### src/rtl/note_sample_reader_if.sv
// note_sample_reader_if
// Bundles the note lookup, codec request and sine ROM signals of the
// note_sample_reader.
//   note_addr     : packed phase steps {h3, h2, h1}, 15 bits each
//   new_note      : pulse, zero all phases and abort any sequence
//   play          : 1 = advance phases, 0 = silence with frozen phases
//   generate_next : pulse, sample request from the codec
//   rom_addr      : registered quarter-wave sine ROM address
//   rom_data      : ROM output, valid one clock after rom_addr
//   sample_out    : registered signed sample
//   sample_valid  : one-cycle strobe marking a new sample_out
//   busy          : sequence in progress
// master = note source / codec / ROM side, slave = the reader.
interface note_sample_reader_if #(
  parameter int ROM_AW   = 10,
  parameter int SAMPLE_W = 16
);
  logic [44:0]         note_addr;
  logic                new_note;
  logic                play;
  logic                generate_next;
  logic [ROM_AW-1:0]   rom_addr;
  logic [SAMPLE_W-1:0] rom_data;
  logic [SAMPLE_W-1:0] sample_out;
  logic                sample_valid;
  logic                busy;

  modport master (
    output note_addr, new_note, play, generate_next, rom_data,
    input  rom_addr, sample_out, sample_valid, busy
  );

  modport slave (
    input  note_addr, new_note, play, generate_next, rom_data,
    output rom_addr, sample_out, sample_valid, busy
  );
endinterface

### src/rtl/note_sample_reader.sv
// note_sample_reader
// Turns a packed note_addr word (three 15-bit phase steps: fundamental,
// 2nd and 3rd harmonic) into one signed sample per codec request. Each
// harmonic owns a phase accumulator; all three share a single synchronous
// quarter-wave sine ROM port, visited in turn by the sequencing FSM.
// Ports:
//   clk   : system clock
//   reset : synchronous, active-high
//   bus   : note_sample_reader_if.slave (note input, codec request,
//           ROM port, sample output, busy)
module note_sample_reader #(
  parameter int PHASE_W  = 22,
  parameter int ROM_AW   = 10,
  parameter int SAMPLE_W = 16
) (
  input logic                 clk,
  input logic                 reset,
  note_sample_reader_if.slave bus
);

  localparam int STEP_W = 15;

  typedef enum logic [2:0] {
    S_IDLE,
    S_ADV,
    S_WAIT,
    S_ACC,
    S_OUT
  } state_t;

  state_t state, state_next;
  logic   start;

  logic [1:0]                 k;
  logic [PHASE_W-1:0]         phase [3];
  logic [3*STEP_W-1:0]        note_lat;
  logic                       play_lat;
  logic [1:0]                 quad_lat;
  logic signed [SAMPLE_W-1:0] acc;

  logic [STEP_W-1:0]          step_k;
  logic [PHASE_W-1:0]         ph_cur;
  logic [PHASE_W-1:0]         ph_new;
  logic [1:0]                 q_new;
  logic [ROM_AW-1:0]          idx_new;
  logic signed [SAMPLE_W-1:0] d;
  logic signed [SAMPLE_W-1:0] d_shift;

  // new_note aborts a sequence from any state, like reset but keeping outputs
  always_ff @(posedge clk) begin
    if (reset || bus.new_note) state <= S_IDLE;
    else                       state <= state_next;
  end

  always_comb begin
    state_next = state;
    start      = 1'b0;
    case (state)
      S_IDLE: begin
        if (bus.generate_next) begin
          state_next = S_ADV;
          start      = 1'b1;
        end
      end
      S_ADV:   state_next = S_WAIT;
      S_WAIT:  state_next = S_ACC;
      S_ACC:   state_next = (k == 2'd2) ? S_OUT : S_ADV;
      S_OUT:   state_next = S_IDLE;
      default: state_next = S_IDLE;
    endcase
  end

  assign bus.busy = (state != S_IDLE);

  always_comb begin
    step_k  = note_lat[STEP_W*k +: STEP_W];
    ph_cur  = phase[k];
    ph_new  = play_lat ? ph_cur + {{(PHASE_W-STEP_W){1'b0}}, step_k} : ph_cur;
    q_new   = ph_new[PHASE_W-1 -: 2];
    idx_new = ph_new[PHASE_W-3 -: ROM_AW];
    // Upper half of the wave is the negated lower half
    d       = quad_lat[1] ? -$signed(bus.rom_data) : $signed(bus.rom_data);
    // Fundamental weighted 1/2, each harmonic 1/4: the sum cannot overflow
    d_shift = (k == 2'd0) ? (d >>> 1) : (d >>> 2);
  end

  always_ff @(posedge clk) begin
    if (reset) begin
      for (int unsigned i = 0; i < 3; i++) phase[i] <= '0;
      bus.rom_addr     <= '0;
      bus.sample_out   <= '0;
      bus.sample_valid <= 1'b0;
      acc              <= '0;
      k                <= '0;
      note_lat         <= '0;
      play_lat         <= 1'b0;
      quad_lat         <= '0;
    end else begin
      bus.sample_valid <= 1'b0;
      if (bus.new_note) begin
        for (int unsigned i = 0; i < 3; i++) phase[i] <= '0;
        acc <= '0;
        k   <= '0;
      end else begin
        case (state)
          S_IDLE: begin
            if (start) begin
              acc      <= '0;
              k        <= '0;
              note_lat <= bus.note_addr;
              play_lat <= bus.play;
            end
          end
          S_ADV: begin
            phase[k]     <= ph_new;
            // Odd quadrants read the quarter wave backwards
            bus.rom_addr <= q_new[0] ? ~idx_new : idx_new;
            quad_lat     <= q_new;
          end
          S_ACC: begin
            if (play_lat) acc <= acc + d_shift;
            k <= (k == 2'd2) ? 2'd0 : k + 2'd1;
          end
          S_OUT: begin
            bus.sample_out   <= acc;
            bus.sample_valid <= 1'b1;
          end
          default: ;
        endcase
      end
    end
  end

endmodule

### src/flat_wrapper.sv
// flat-port wrapper written by rule: the top's interface ports become plain ports
module note_sample_reader_flat 
#(
  parameter int PHASE_W  = 22,
  parameter int ROM_AW   = 10,
  parameter int SAMPLE_W = 16
)
  (clk, reset, bus_note_addr, bus_new_note, bus_play, bus_generate_next, bus_rom_data, bus_rom_addr, bus_sample_out, bus_sample_valid, bus_busy);
  note_sample_reader_if #(.ROM_AW(ROM_AW), .SAMPLE_W(SAMPLE_W)) bus_i ();
  input logic clk;
  input logic reset;
  input wire logic [$bits(bus_i.note_addr)-1:0] bus_note_addr;
  input wire logic [$bits(bus_i.new_note)-1:0] bus_new_note;
  input wire logic [$bits(bus_i.play)-1:0] bus_play;
  input wire logic [$bits(bus_i.generate_next)-1:0] bus_generate_next;
  input wire logic [$bits(bus_i.rom_data)-1:0] bus_rom_data;
  output wire logic [$bits(bus_i.rom_addr)-1:0] bus_rom_addr;
  output wire logic [$bits(bus_i.sample_out)-1:0] bus_sample_out;
  output wire logic [$bits(bus_i.sample_valid)-1:0] bus_sample_valid;
  output wire logic [$bits(bus_i.busy)-1:0] bus_busy;
  assign bus_i.note_addr = bus_note_addr;
  assign bus_i.new_note = bus_new_note;
  assign bus_i.play = bus_play;
  assign bus_i.generate_next = bus_generate_next;
  assign bus_i.rom_data = bus_rom_data;
  assign bus_rom_addr = bus_i.rom_addr;
  assign bus_sample_out = bus_i.sample_out;
  assign bus_sample_valid = bus_i.sample_valid;
  assign bus_busy = bus_i.busy;
  note_sample_reader #(.PHASE_W(PHASE_W), .ROM_AW(ROM_AW), .SAMPLE_W(SAMPLE_W)) u_core (.clk(clk), .reset(reset), .bus(bus_i));
endmodule
### config.mk
export PLATFORM = sky130hd
export DESIGN_NAME = note_sample_reader_flat
export DESIGN_NICKNAME = d
export VERILOG_FILES = /design/src/rtl/note_sample_reader_if.sv /design/src/rtl/note_sample_reader.sv /design/src/flat_wrapper.sv
export SDC_FILE = /design/constraint.sdc
export NUM_CORES = 1
export LEC_CHECK = 0
export ABC_AREA = 1
export CAP_MARGIN = 20
export CORE_UTILIZATION = 35
export DETAILED_ROUTE_END_ITERATION = 7
export PLACE_DENSITY = 0.6
export SETUP_SLACK_MARGIN = 0.5
export SLEW_MARGIN = 20
export SYNTH_ARGS = -nofsm -noshare
export SYNTH_HDL_FRONTEND = slang
export SYNTH_SLANG_ARGS = --single-unit
### constraint.sdc
create_clock -name clk -period 5.4 [get_ports clk]
set_input_delay 0.81 -clock clk [delete_from_list [all_inputs] [get_ports clk]]
set_output_delay 0.81 -clock clk [all_outputs]
set_load 0.05 [all_outputs]
---- Word-level counts from Yosys, hierarchy flattened ----
Memory sizes are Yosys's and may differ from the RTL's. A register that Yosys moved wholly into a read port is not among the register bits.
Index checks and enable logic that the tools add are counted.
word-level totals
  register bits ........................... 96
  bits in writable memories ............... 66
  input bits .............................. 66
  output and inout bits ................... 28
  word-level logic and storage cells ...... 74
  memories ................................ 1
memory list
  memory        depth  width  read ports  clocked after memory_dff  wr ports  line                      RTL
  u_core.phase  3      22     1           1                         3         note_sample_reader.sv:35  logic [PHASE_W-1:0] phase [3];
operators by class
  add/subtract/negate cells ............... 4
  $mul .................................... 1
  equality and inequality tests ........... 8
  shifts and indexed selects .............. 1
  mux-type cells .......................... 33
  bitwise logic cells ..................... 5
  reduce and logical (&&, ||, !) cells .... 12
operators by type and width
  operator               number
  $mux W22               5
  $mux W16               3
  $shiftx A45 B7 Y15     1
  $pmux W16 S2           1
  $add A22 B15 Y22       1
  $reduce_or A22 Y1      1
  $add A16 B15 Y16       1
  $neg A16 Y16           1
  $mux W14               1
  $mux W1                13
  $pmux W3 S4            1
  $mux W10               1
  $mux W2                5
  $not A10 Y10           1
  $eq A3 B2 Y1 const B   2
  $mul A4 B2 Y6 const A  1
  $mux W3                2
  $reduce_and A2 Y1      3
  $reduce_and A3 Y1      2
  $ne A2 B1 Y1 const B   2
  $pmux W2 S2            1
  $eq A3 B1 Y1 const B   1
  $eq A3 B3 Y1 const B   1
  $logic_not A3 Y1       1
  other kinds (10)       12

---- Logic depth before layout (Yosys ltp) ----
  depth in word-level cells ............... 7
  gate-level depth with buffers ........... 27
  depth with buffers taken out ............ 22

---- Worst setup path after synthesis ----
OpenSTA, ideal clock, no wires.
  kind .................................... in2reg
  start ................................... input bus_new_note
  end ..................................... memory u_core.phase[3][0], enable pin
  setup time .............................. 0.457 ns
  arrival time ............................ 3.288 ns
  required time ........................... 4.943 ns
  path slack .............................. 1.655 ns
  stages .................................. 3
  path buffers ............................ 0
  path through ............................ nor2_1 -> inv_1 -> nor4_1
RTL lines
  item         line                      RTL
  from (decl)  flat_wrapper.sv:13        input wire logic [$bits(bus_i.new_note)-1:0] bus_new_note;
  to (decl)    note_sample_reader.sv:35

---- Worst setup path after layout ----
  start ................................... register u_core.k[0]
  end ..................................... register u_core.bus.rom_addr[7]
between the ends
  word-level cells in the longest chain between the ends .. 6
RTL lines
  item                    line                         RTL
  from (decl)             note_sample_reader.sv:34     logic [1:0] k;
  from (signal assigned)  note_sample_reader.sv:122    k <= (k == 2'd2) ? 2'd0 : k + 2'd1;
  $mul A4 B2 Y6 (*)       note_sample_reader.sv:76     step_k = note_lat[STEP_W*k +: STEP_W];
  $shiftx A45 B7 Y15 (*)  note_sample_reader.sv:76
  $add A22 B15 Y22 (*)    note_sample_reader.sv:78     ph_new = play_lat ? ph_cur + {{(PHASE_W-STEP_W){1'b0}}, step_k} : ph_cur;
  $mux W22 (*)            note_sample_reader.sv:78
  $not A10 Y10            note_sample_reader.sv:117    bus.rom_addr <= q_new[0] ? ~idx_new : idx_new;
  $mux W10 (*)            note_sample_reader.sv:117
  to (signal assigned)    note_sample_reader.sv:117
  to (decl)               note_sample_reader_if.sv:35  output rom_addr, sample_out, sample_valid, busy
Every way passes the cells marked *; elsewhere a longest branch is shown, timed or not.
A chain may end at the register's enable or synchronous reset.

==> results.sh <==
export IMPL_async_flop_share=0
export IMPL_nFillCells=2913
export IMPL_dr_pass1_iters=5
export IMPL_synth_top_area_share=0.2605
export IMPL_synth_yosys_warnings=0
export IMPL_tightest_slew_ns=1.015
export IMPL_dp_slack_ns=1.260
export IMPL_die_area_mm2=0.02967
export IMPL_track_usage=0.1973
export IMPL_numCtsBuffers=17
export IMPL_cpLargestDelayFamily="simple AND/OR/NAND/NOR gates"
export IMPL_htree_levels=4
export IMPL_finalMaxSlewViolations=0
export IMPL_finalSetupViolations=0
export IMPL_yosysMostFrequentCell="nand2_1"
export IMPL_synth_edff_count=88
export IMPL_layout_drive_gt1_share=0.04917
export IMPL_worst_path_max_delay_cell="inv_1"
export IMPL_critPathKind="register to register"
export IMPL_nNetsFinal=1531
export IMPL_max_stage_delay_ns=0.63
export IMPL_rsz0062_at_grt="no"
export IMPL_period_share=0.7147
export IMPL_hold_buffers=0
export IMPL_postCtsResizedCells=0
export IMPL_ioPinCount=94
export IMPL_grt_pass1_vias=8612
export IMPL_vias=8822
export IMPL_max_freq_mhz=259.1
export IMPL_max_vdd_ir_drop_mv=0.1943
export IMPL_startpoint_type="register"
export IMPL_cts_sinks=185
export IMPL_cts_tree="done"
export IMPL_cp_cell_sequence="nor2_1 > buf_4 > inv_1 > o221ai_1 > ha_1 > fa_1 > nand3_1 > nand3_1 > nand3_1 > nand3_1 > nand2_1 > nand2_1 > nand2_1 > nand2_1 > nand2_2 > inv_2 > nand2_1 > nand3_1 > nand2_1 > inv_1"
export IMPL_detail_route_antenna_nets=0
export IMPL_crit_fanout=18
export IMPL_drtIter0Drc=635
export IMPL_cts_setup_buffers=0
export IMPL_cp_data_required_time_ns=5.74
export IMPL_grt_pass1_wl_um=44820
export IMPL_synth_avg_cell_area_um2=7.465
export IMPL_overflow=0
export IMPL_p_leak_nw=5.151
export IMPL_cp_common_cell="nand2_1"
export IMPL_wl_um=28010
export IMPL_synth_ff_type="dfxtp_1"
export IMPL_antenna_found_initial=0
export IMPL_dieHeight_um=172.3
export IMPL_synthCells=1359
export IMPL_area_growth_pct=17.96
export IMPL_wire_per_inst_um=15.37
export IMPL_gp_congestion=0.9316
export IMPL_core_mm2=0.02816
export IMPL_vias_per_cell=4.842
export IMPL_drc=0
export IMPL_dieWidth_um=172.3
export IMPL_layout_min_cycle_time_ns=3.859
export IMPL_fin_setup_tns_ns=0
export IMPL_clock_latency_ns=0.45
export IMPL_ys_top_cells_by_area="edfxtp_1 26%, dfxtp_1 19%, nand2_1 12%, inv_1 6.7%, nor2_1 6.3%"
export IMPL_cap_viol_max_count=0
export IMPL_arrival_ns=4.20
export IMPL_syn_nets=1459
export IMPL_dp_hpwl_um=19860
export IMPL_clk_pin_slew_worst_paths_ns=0.07
export IMPL_synth_cell_type_count=46
export IMPL_num_rows=61
export IMPL_grt_max_degree=64
export IMPL_power_total_mw=3.155
export IMPL_finClkSkew_ns=0.01314
export IMPL_outcome="finished, final reports clean"
export IMPL_worst_path_buf_inv=4
export IMPL_maxSlewHeadroom=0.3179
export IMPL_cts_path_max_buffers=2
export IMPL_synth_commonest_cells="324 x nand2_1, 181 x inv_1, 170 x nor2_1"
export IMPL_ys_seq_elements=185
export IMPL_start_util=0.3602
export IMPL_hold_viol=0
export IMPL_ys_seq_area_frac=0.4519
export IMPL_worst_slack_ns=1.541
export IMPL_portBuffers=93
export IMPL_antenna_cells=0
export IMPL_synth_top_cell_by_area="edfxtp_1"
export IMPL_end_kind="register"
export IMPL_cellPowerDensity_mw_per_mm2=263.6
export IMPL_cts_root_buffer="clkbuf_16"
export IMPL_hold_class="register to register"
export IMPL_syn_area_mm2=0.01014
[power breakdown]
group | total [mW] | internal [mW] | switching, mW
sequential | 1.53 | 1.52 | 0.0175
clock | 1.22 | 0.610 | 0.615
combinational | 0.396 | 0.147 | 0.249
[metal layers]
layer  GRT usage  wire, um
met1      0.2473     12800
met2      0.3450     13740
met3     0.03525      1028
met4     0.05579       450
met5           0         0
[cell families (layout without fill, tap and decap cells)]
| group | count (synthesis) | after routing | synth area share |
|---|---|---|---|
| AO/OA/AOI/OAI | 248 | 248 | 0.1332 |
| XOR/XNOR | 22 | 22 | 0.01973 |
| adder cells (fa/ha/maj) | 34 | 34 | 0.04341 |
| buffers and inverters | 242 | 327 | 0.09743 |
| flip-flops | 185 | 185 | 0.4519 |
| AND/OR/NAND/NOR | 628 | 628 | 0.2543 |
[worst reg2reg max path, delay by kind of cell (launching register included)]
kind	cells	cell delay [ns]
DFF	1	0.36
adders and majority gates	2	0.73
AOI/OAI and AO/OA	1	0.21
and+or+nand+nor	13	1.43
buffers and inverters	4	1.03
[metrics by stage]
stage	instances	util	hold WS (ns)	cell area, um2
final	1822	0.4249	0.4496	11970
after global routing	1822	0.4249	0.4589	11970
after CTS	1822	0.4249	0.4492	11970
after detailed placement	1790	0.4051	0.4394	11410
after global placement	1790	0.4051	0.4323	11410
after floorplan	1359	-	0.4237	10140
[sequential cells by signal (all words and copies together) (netlist names), named ones only]
| register | cells |
|---|---|
| u_core.bus.rom_addr | 10 |
| u_core.acc | 16 |
| u_core.note_lat | 45 |
| u_core.bus.sample_out | 16 |
| u_core.k | 2 |
| u_core.state | 3 |
| u_core.bus.sample_valid | 1 |
| u_core.play_lat | 1 |
| u_core.phase | 88 |
| u_core.quad_lat | 1 |
[cell usage in the layout (no fill, tap or decap), types with 2 or more instances in the layout]
master and n:
a21oi_1 101, a221oi_1 2, inv_6 4, clkinv_4 2, nor3_1 10, ha_1 32, nor4_2 2, nand3_1 92
clkdlybuf4s50_1 93, nand2_1 324, dfxtp_1 97, nor2_1 170, nand4_1 7, xor2_1 11, clkinvlp_4 2, o21ai_1 2
o221ai_1 15, nand3b_1 3, edfxtp_1 88, o22ai_1 6, xnor2_1 10, o21bai_1 2, o21ai_0 107, inv_1 181
buf_4 16, clkinv_1 2, inv_8 6, inv_2 2, a31oi_1 5, nand2_2 11, fa_1 2, clkbuf_16 17
a32o_1 2, or2_2 4
[path summary, 6_finish.rpt]
check,endpoint,cells after the start,from,slack [ns]
worst min-delay path,u_core.note_lat[28],2,u_core.note_lat[28],0.45
worst min register to register,u_core.note_lat[28],2,u_core.note_lat[28],0.45
worst max register to register,u_core.bus.rom_addr[7],20,u_core.k[0],1.54
worst max-delay path,u_core.bus.rom_addr[7],20,u_core.k[0],1.54
[cell type report]
type	instances	area (um2)	share of cell area
clock buffer	17	425.4	0.03555
multi-input combinational	932	4578	0.3826
tap	378	473.0	0.03952
clock inverter	15	132.6	0.01108
timing repair buffer	110	1071	0.08950
inverter	185	701.9	0.05866
sequential	185	4584	0.3831
No activity file was read; power rests on OpenSTA's default activity.
